File: src/rtl/wb_led_sweeper.sv
// Wishbone-slave LED sweeper: one lit LED walks across NLEDS outputs in one of
// four modes (one-shot bounce, continuous bounce, wrap, one-shot sweep).
//
// Ports:
//   i_clk, i_reset            clock, synchronous active-high reset
//   i_wb_cyc/stb/we/addr/data Wishbone request (addr 0 CTRL, 1 DIV, 2 STATUS, 3 LED)
//   o_wb_stall/ack/data       Wishbone response
//   o_led                     LED drive, bit 0 = position 0
//   o_busy                    sweep in progress
module wb_led_sweeper #(
  parameter int NLEDS       = 8,
  parameter int DIV_W       = 24,
  parameter int DEFAULT_DIV = 1
) (
  input  logic             i_clk,
  input  logic             i_reset,
  input  logic             i_wb_cyc,
  input  logic             i_wb_stb,
  input  logic             i_wb_we,
  input  logic [1:0]       i_wb_addr,
  input  logic [31:0]      i_wb_data,
  output logic             o_wb_stall,
  output logic             o_wb_ack,
  output logic [31:0]      o_wb_data,
  output logic [NLEDS-1:0] o_led,
  output logic             o_busy
);

  localparam int PW = $clog2(NLEDS);
  localparam logic [PW-1:0] TOP = PW'(NLEDS - 1);

  typedef enum logic {S_IDLE, S_RUN} state_t;

  state_t           state_q, state_d;
  logic [PW-1:0]    pos_q, pos_d;
  logic             dir_q, dir_d;
  logic [DIV_W-1:0] cnt_q, cnt_d;
  logic [DIV_W-1:0] div_q, div_d;
  logic [DIV_W-1:0] reload;
  logic [1:0]       mode_q, mode_d;
  logic [NLEDS-1:0] led_q, led_d;
  logic             ack_q, ack_d;
  logic [31:0]      rdat_q, rdat_d;
  logic             busy, accept, wr, rd;

  assign busy   = (state_q == S_RUN);
  assign o_busy = busy;

  // Only requests that would disturb a running sweep are held off.
  assign o_wb_stall = busy & i_wb_stb & i_wb_we &
                      (((i_wb_addr == 2'd0) & ~i_wb_data[31]) |
                       (i_wb_addr == 2'd3));

  assign accept = i_wb_cyc & i_wb_stb & ~o_wb_stall;
  assign wr     = accept & i_wb_we;
  assign rd     = accept & ~i_wb_we;

  // A DIV of 0 behaves as 1: hold for a single clock.
  assign reload = (div_q == '0) ? '0 : div_q - 1'b1;

  assign o_led     = busy ? (NLEDS'(1) << pos_q) : led_q;
  // Dropping the cycle abandons an ack still in flight.
  assign o_wb_ack  = ack_q & i_wb_cyc;
  assign o_wb_data = rdat_q;

  always_comb begin
    state_d = state_q;
    pos_d   = pos_q;
    dir_d   = dir_q;
    cnt_d   = cnt_q;
    div_d   = div_q;
    mode_d  = mode_q;
    led_d   = led_q;
    rdat_d  = rdat_q;
    ack_d   = accept;

    if (busy) begin
      if (cnt_q != '0) begin
        cnt_d = cnt_q - 1'b1;
      end else begin
        cnt_d = reload;
        unique case (mode_q)
          2'd0, 2'd1: begin
            if (!dir_q) begin
              // Turn at the top without repeating it.
              if (pos_q == TOP) begin
                pos_d = TOP - 1'b1;
                dir_d = 1'b1;
              end else begin
                pos_d = pos_q + 1'b1;
              end
            end else if (pos_q != '0) begin
              pos_d = pos_q - 1'b1;
            end else if (mode_q == 2'd0) begin
              state_d = S_IDLE;
              led_d   = '0;
            end else begin
              pos_d = PW'(1);
              dir_d = 1'b0;
            end
          end
          2'd2: begin
            pos_d = (pos_q == TOP) ? '0 : pos_q + 1'b1;
          end
          default: begin
            if (pos_q == TOP) begin
              state_d = S_IDLE;
              led_d   = '0;
            end else begin
              pos_d = pos_q + 1'b1;
            end
          end
        endcase
      end
    end

    if (wr) begin
      unique case (i_wb_addr)
        2'd0: begin
          mode_d = i_wb_data[2:1];
          if (i_wb_data[31]) begin
            if (busy) begin
              state_d = S_IDLE;
              led_d   = '0;
            end
          end else if (i_wb_data[0] && !busy) begin
            state_d = S_RUN;
            pos_d   = '0;
            dir_d   = 1'b0;
            cnt_d   = reload;
          end
        end
        2'd1: div_d = i_wb_data[DIV_W-1:0];
        2'd3: if (!busy) led_d = i_wb_data[NLEDS-1:0];
        default: ;
      endcase
    end

    if (rd) begin
      unique case (i_wb_addr)
        2'd0: rdat_d = {30'b0, mode_q};
        2'd1: rdat_d = 32'(div_q);
        2'd2: rdat_d = {dir_q, 15'b0, 8'(pos_q), 7'b0, busy};
        default: rdat_d = 32'(o_led);
      endcase
    end
  end

  always_ff @(posedge i_clk) begin
    if (i_reset) begin
      state_q <= S_IDLE;
      pos_q   <= '0;
      dir_q   <= 1'b0;
      cnt_q   <= '0;
      div_q   <= DIV_W'(DEFAULT_DIV);
      mode_q  <= 2'd0;
      led_q   <= '0;
      ack_q   <= 1'b0;
      rdat_q  <= '0;
    end else begin
      state_q <= state_d;
      pos_q   <= pos_d;
      dir_q   <= dir_d;
      cnt_q   <= cnt_d;
      div_q   <= div_d;
      mode_q  <= mode_d;
      led_q   <= led_d;
      ack_q   <= ack_d;
      rdat_q  <= rdat_d;
    end
  end

endmodule

File: config.mk
export PLATFORM = sky130hd
export DESIGN_NAME = wb_led_sweeper
export DESIGN_NICKNAME = d
export VERILOG_FILES = /design/src/rtl/wb_led_sweeper.sv
export SDC_FILE = /design/constraint.sdc
export NUM_CORES = 1
export LEC_CHECK = 0
export ABC_AREA = 0
export CAP_MARGIN = 5
export CORE_UTILIZATION = 29
export DETAILED_ROUTE_END_ITERATION = 10
export PLACE_DENSITY_LB_ADDON = 0.05
export REMOVE_ABC_BUFFERS = 1
export SYNTH_ARGS = -nofsm -noshare
export SYNTH_HDL_FRONTEND = slang
export SYNTH_SLANG_ARGS = --single-unit
File: constraint.sdc
create_clock -name i_clk -period 1.9 [get_ports i_clk]
set_clock_uncertainty 0.15 [all_clocks]
set_input_delay 0.38 -clock i_clk [delete_from_list [all_inputs] [get_ports i_clk]]
set_output_delay 0.38 -clock i_clk [all_outputs]
set_load 0.05 [all_outputs]
# [Yosys cells after proc, flatten, opt, wreduce, memory -nomap -nowiden]
# Index checks and enable logic that the tools add are counted.
[totals] elab_cells=100 output_inout_bits=43 register_bits=96 inputBits=39
[classes] add_sub_neg=4 n_eq_ne=6 n_mux=57 n_reduce_logical=10 n_shift=1 n_bitwise=13
[ops] operator="$mux W24" n=7
[ops] operator="$pmux W32 S3" n=1
[ops] operator="$mux W8" n=11
[ops] operator="$sub A24 B1 Y24 const B" n=2
[ops] operator="$mux W3" n=12
[ops] operator="$pmux W8 S2" n=2
[ops] operator="$logic_not A24 Y1" n=1
[ops] operator="$reduce_bool A24 Y1" n=1
[ops] operator="$mux W1" n=22
[ops] operator="$and A1 B1 Y1" n=9
[ops] operator="$shl A1 B3 Y8 const A" n=1
[ops] operator="$eq A2 B2 Y1 const B" n=3
[ops] operator="$pmux W3 S2" n=1
[ops] operator="$eq A2 B1 Y1 const B" n=2
[ops] operator="$logic_not A2 Y1" n=2
[ops] operator="$reduce_and A2 Y1" n=2
[ops] operator="$add A3 B1 Y3 const B" n=1
[ops] operator="$eq A3 B3 Y1 const B" n=1
[ops] operator="$not A1 Y1" n=3
[ops] operator="$reduce_bool A3 Y1" n=1
[ops] operator="$sub A3 B1 Y3 const B" n=1
[ops] operator="$pmux W1 S2" n=1
[ops] operator="$reduce_or A2 Y1" n=1
[ops] operator="$logic_and A1 B1 Y1" n=1
[ops] operator="2 further kinds" n=2

# [Depth between registers and ports, before layout]
# Gate-level depths: netlist of run 1.
[logic_depth] word_depth=11 depth_mapped=9 mapped_depth_nobuf=9

# [Worst setup path before layout of run 1]
# Ideal clock, no wire load.
[synth_path] kind="reg-to-reg" start="reg state_q (netlist: o_busy)" end="reg rdat_q[4] (netlist: o_wb_data[4])" setup_time_ns=0.071 n_path_buf=3 arrival_ns=2.564 path_slack_ns=-0.885 required_ns=1.679 path_stages_with_launch=7 period_less_slack_ns=2.785 path_cell_list="dfxtp_1 > buf_2 > clkbuf_1 > buf_1 > o21ai_0 > o211ai_1 > a21oi_1"
[synth_via] elab_cells_between_ends=8 cone_classes="mux: 2; bitwise: 6"
[synth_rtl] item="start: declaration" line="34" source="state_t state_q, state_d;"
[synth_rtl] item="start signal: assignment" line="161" source="state_q <= state_d;"
[synth_rtl] item="$mux W8" line="61" source="assign o_led = busy ? (NLEDS'(1) << pos_q) : led_q;"
[synth_rtl] item="named net o_led[4]" line="25" source="output logic [NLEDS-1:0] o_led,"
[synth_rtl] item="$pmux W32 S3" line="140" source="unique case (i_wb_addr)"
[synth_rtl] item="end signal: assignment" line="169" source="rdat_q <= rdat_d;"
[synth_rtl] item="end: declaration" line="43" source="logic [31:0] rdat_q, rdat_d;"
# The timed path passes the listed nets, and every way through them passes these cells.
# A chain may end at the register's enable or synchronous reset.

# [Final worst setup path of run 1]
[layout_path] start="reg pos_q[1]" end="out o_led[7]"
[layout_via] elab_chain_len=2
[layout_lines] item="start: declaration" line="35" source="logic [PW-1:0] pos_q, pos_d;"
[layout_lines] item="start signal: assignment" line="162" source="pos_q <= pos_d;"
[layout_lines] item="$shl A1 B3 Y8" line="61"
[layout_lines] item="$mux W8" line="61"
[layout_lines] item="end: declaration" line="25"
# No other way between the ends.

==> results of run 1 <==
-- metal layers --
| layer | vias to the layer above | share of wire [%] |
|---|---|---|
| met5 | - | 0 |
| met4 | 0 | 1.1 |
| met3 | 12 | 2.8 |
| met2 | 80 | 45 |
| met1 | 2330 | 51 |
| li1 | 2384 | - |
-- synthesized netlist by cell type, types with 7 or more instances --
cell / count
a21oi_1: 31
nor3_1: 21
buf_4: 7
xor2_1: 16
inv_1: 22
nor4_1: 8
nor2_1: 53
dfxtp_1: 89
nand3_1: 27
mux2i_1: 29
nand2_1: 45
a32o_1: 8
clkbuf_1: 23
xnor2_1: 24
ha_1: 17
and3_1: 8
o22ai_1: 21
-- worst paths after layout --
check | from | to | slack [ns] | cells after the start
worst max-delay path | pos_q[1] | o_led[7] | -0.31 | 6
worst min-delay path | o_wb_data[16] | o_wb_data[16] | 0.31 | 2
worst max register to register | div_q[16] | cnt_q[1] | -0.18 | 8
worst min register to register | o_wb_data[16] | o_wb_data[16] | 0.31 | 2
-- power breakdown --
part,internal (mW),switching [mW]
clock,0.904,0.804
sequential,1.88,0.0170
combinational,0.245,0.306
total,3.03,1.13
-- cell families (layout without fill, tap and decap cells) --
kind of cell,Yosys count,count (layout)
AO/OA/AOI/OAI,101,101
XOR/XNOR,40,40
adder cells (fa/ha/maj),17,17
buffers and inverters,62,258
flip-flops,89,89
multiplexers,33,33
other,1,7
AND/OR/NAND/NOR,213,214
-- layout make-up --
cell class / count / area share [%]
flip-flops and latches: 89 / 23.0
clock inverters: 6 / 0.638
multi-input cells: 412 / 42.8
well taps: 216 / 3.45
inverters: 22 / 1.18
repair buffers: 220 / 26.0
clock buffers: 10 / 2.92
-- flip-flops by register name, summed over array words and instances (netlist names) --
| register | count |
|---|---|
| o_wb_data | 25 |
| cnt_q | 24 |
| div_q | 24 |
| led_q | 8 |
| pos_q | 3 |
| mode_q | 2 |
| ack_q | 1 |
| dir_q | 1 |
| o_busy | 1 |
-- critical path: stages (launching register included) --
cell	delay (ns)
dfxtp_2	0.34
buf_6	0.12
ha_4	0.16
ha_4	0.16
buf_6	0.12
mux2_4	0.28
buf_8	0.16
-- timing repair --
action	CTS	global route
gates cloned	4	0
setup endpoints to repair	75	59
pin swaps	24	29
resized for setup	100	64
setup buffers	20	16
==> impl_metrics.toml, run 1 <==
[final_layout]
instances_no_fill = 975
drive_above_1_share_pct = 41.1
fin_util_pct = 48.7
fin_nets = 810
n_antenna_cell = 0
regArea_sq_um = 1800
nFillCells = 1588
multiInputGateArea_sq_um = 3360
layout_commonest_cell = "buf_4"
mostFrequentLayoutCells = "148 x buf_4, 78 x dfxtp_1, 53 x nor2_1, 44 x nand2_1, 29 x mux2i_1"
fin_area_sq_um = 7840
area_growth_pct = 61.5

[route]
firstDrtPassIters = 4
vias = 4806
drt_iter0_markers = 256
viasPerCell = 4.93
drcViolationCount = 0
drt-total-wl_um = 17000
ant_nets = 0
avgRoutedWirePerCell_um = 17.5

[global_routing]
grt_pass1_vias = 4807
grtUsageMet1_pct = 28.3
use_met2_pct = 30.9
grt_first_pass_wirelength_um = 26700
grtUsageTotal_pct = 19.9
grt_use_met3_pct = 2.51
grt-busiest-layer = "met2"
grt_max_degree = 49
overflow = 0
antenna_found_initial = 0

[synth]
yosysSeqAreaShare_pct = 36.7
synthMuxAreaShare_pct = 6.90
synthFlopType = "dfxtp_1"
synth_top_area_share_pct = 36.7
synth_top_family_by_area = "simple AND/OR/NAND/NOR gates"
yosys.area_share.simple_pct = 24.3
ys_top_cells_by_area = "dfxtp_1 37%, mux2i_1 6.0%, ha_1 4.4%"
synthAdderAreaFrac_pct = 4.38
synth_area_leader_cell = "dfxtp_1"
synth-edff-count = 0
yosys_warnings = 0
synth_xor_area_share_pct = 7.21
postSynthAreaPerCell_sq_um = 8.74
async_flop_share_pct = 0
ys_ff_latch = 89
synth.cell_area_sq_um = 4860
synth_compound_area_share_pct = 14.4
synthDistinctLibCells = 63
synth_cells = 556

[sta]
fin_crit_sh_pct = 116
finalHoldViolations = 0
fin_ws_ns = -0.311
rsz0062_at_grt = "true"
setup-tns-final_ns = -5.93
final-max-slew-violation-count = 0
max_freq_ghz = 0.452
setup_viol = 45
period_minus_slack_ns = 2.21
holdWs_ns = 0.307

[place]
hpwl_um = 12200
place_congestion = 0.814
detailed_place.area_sq_um = 6630
preCtsSetupSlack_ns = -0.666
placed_cells = 930
portBuffers = 67

[cts]
cts-root-buf = "clkbuf_16"
cts.clk_slew.worst_paths_ns = 0.07
insertion_delay_ns = 0.35
cts_max_path_buffers = 2
htreeDepth = 3
cts_hold_buf = 0
cts_buffers = 9
clock_sinks = 89
cts_tree = "built"

[power]
powerDensity_nw_per_um2 = 530
p_leak_nw = 3.28
peakVddDrop_v = 0.000319
finalPower_mw = 4.16

[setup_path]
cp.required_ns = 1.37
arrival_ns = 1.68
worst_setup_path_end_kind = "output pin"
cp-start-kind = "flop"
path_class = "flop to output pin"
cp_max_fo = 3

[outcome]
status = "finished with violations"
violations = "negative setup slack"

[run]
max_cap_viol_count = 0

[die]
die-area_sq_um = 17300
num_io_pins = 82
start_util_pct = 30.1
die_y_um = 131
die_w_um = 131
rows = 46
coreArea_sq_um = 16100

[hold_path]
worst_hold_path_type = "flop to flop"
(Power assumes the default switching activity.)
==> run 2: changes to the inputs <==
TNS_END_PERCENT = 50   (was not set)
==> run 2 against run 1 <==
  * The flow still finishes with violations (negative setup slack)
  * Critical endpoint unchanged
  * Largest power group unchanged
  * Clock power barely moved
  * Critical path depth did not move
  * Cell count fell by 1.0%
  * Core utilization fell by 1.3 points
  * Maximum frequency rose by 0.22%
  * Non-clock buffer count fell by 10
  * Register-to-register slack improved by 0.02 ns
  * Total power fell by 0.23%
  * Combinational power fell by 3%
==> impl_metrics.toml, run 2 (synthesized netlist as in run 1, its figures left out) <==
[outcome]
status = "finished with violations"
violations = "negative setup slack"

[global_routing]
overflow = 0
grt_first_pass_wirelength_um = 26400
grtUsageTotal_pct = 19.7
grt_max_degree = 49
antenna_found_initial = 0
grt_pass1_vias = 4756

[final_layout]
n_antenna_cell = 0
area_growth_pct = 57.3
fin_nets = 800
regArea_sq_um = 1790
fin_area_sq_um = 7640
mostFrequentLayoutCells = "144 x buf_4, 82 x dfxtp_1, 53 x nor2_1, 45 x nand2_1, 30 x a21oi_1"
largest_reg_flops = 25
drive_above_1_share_pct = 37.8
multiInputGateArea_sq_um = 3250
nFillCells = 1608
layout_commonest_cell = "buf_4"

[power]
peakVddDrop_v = 0.000319
powerDensity_nw_per_um2 = 543
p_leak_nw = 3.20

[route]
viasPerCell = 4.93
vias = 4756
drcViolationCount = 0
firstDrtPassIters = 5
avgRoutedWirePerCell_um = 17.2
drt-total-wl_um = 16600
drt_iter0_markers = 219
ant_nets = 0

[die]
coreArea_sq_um = 16100
num_io_pins = 82
die_y_um = 131
die-area_sq_um = 17300
start_util_pct = 30.1
rows = 46
die_w_um = 131

[cts]
cts_tree = "built"
cts_max_path_buffers = 2
clock_sinks = 89
cts_buffers = 9
cts-root-buf = "clkbuf_16"
cts.clk_slew.worst_paths_ns = 0.07
htreeDepth = 3
insertion_delay_ns = 0.35
cts_hold_buf = 0

[setup_path]
path_class = "flop to output pin"
reg2reg_slack_ns = -0.16
cp-start-kind = "flop"
cp.required_ns = 1.37
arrival_ns = 1.68
cp_max_fo = 3
worst_setup_path_end_kind = "output pin"

[place]
hpwl_um = 12200
detailed_place.area_sq_um = 6630
place_congestion = 0.814
portBuffers = 67

[sta]
max_freq_ghz = 0.453
final-max-slew-violation-count = 0
finalHoldViolations = 0
holdWs_ns = 0.307
fin_ws_ns = -0.306
period_minus_slack_ns = 2.21
setup_viol = 42
rsz0062_at_grt = "true"
fin_crit_sh_pct = 116

[hold_path]
worst_hold_path_type = "flop to flop"

[run]
max_cap_viol_count = 0
## run 2: layer usage
layer	track usage, %	share of wire [%]	vias up
met5	0	0	-
met4	6.07	1.3	0
met3	2.51	3.2	17
met2	30.5	45	85
met1	28.2	51	2288
li1	-	-	2366
## run 2: what timing repair did
item / 4_1_cts / 5_1_grt
endpoints found under the setup margin: 75 / 55
cloned: 4 / 0
pin swaps: 16 / 12
setup buffers: 14 / 4
hold endpoints to repair: 0 / 0
gates resized for setup: 83 / 40
## run 2: power breakdown
part           switching (mW)  total (mW)  internal [mW]
Clock                   0.809        1.71          0.904
Sequential             0.0166        1.90           1.88
Combinational           0.298       0.534          0.237
Total                    1.12        4.15           3.03
## run 2: critical path, stage by stage (launching register included)
cell     delay (ns)
dfxtp_2        0.34
buf_6          0.12
ha_4           0.16
ha_4           0.16
buf_6          0.12
mux2_4         0.28
buf_8          0.16
## run 2: path summary, 6_finish.rpt
kind                               startpoint            end  cells past startpoint
worst max register to register      div_q[16]      cnt_q[15]                      8
worst max-delay path                 pos_q[1]       o_led[7]                      6
worst min-delay path            o_wb_data[16]  o_wb_data[16]                      2
worst min register to register  o_wb_data[16]  o_wb_data[16]                      2
## run 2: area by class of cell
cell class,count,share of cell area [%]
tap,216,3.54
sequential,89,23.5
clock buffer,10,3.00
timing repair buffer,210,25.7
inverter,22,1.11
multi-input combinational,412,42.5
clock inverter,6,0.655
## run 2: stage by stage
stage	utilization (%)	total power, mW	instances	TNS [ns]	worst slack [ns]
detailed placement	41.1	2.43	930	-44.97	-0.666
CTS	46.0	4.18	963	-6.67	-0.321
global route	47.4	4.31	965	-8.73	-0.346
floorplan	-	2.16	522	-50.29	-0.793
finish	47.4	4.15	965	-5.49	-0.306
global placement	41.1	2.43	930	-43.34	-0.630
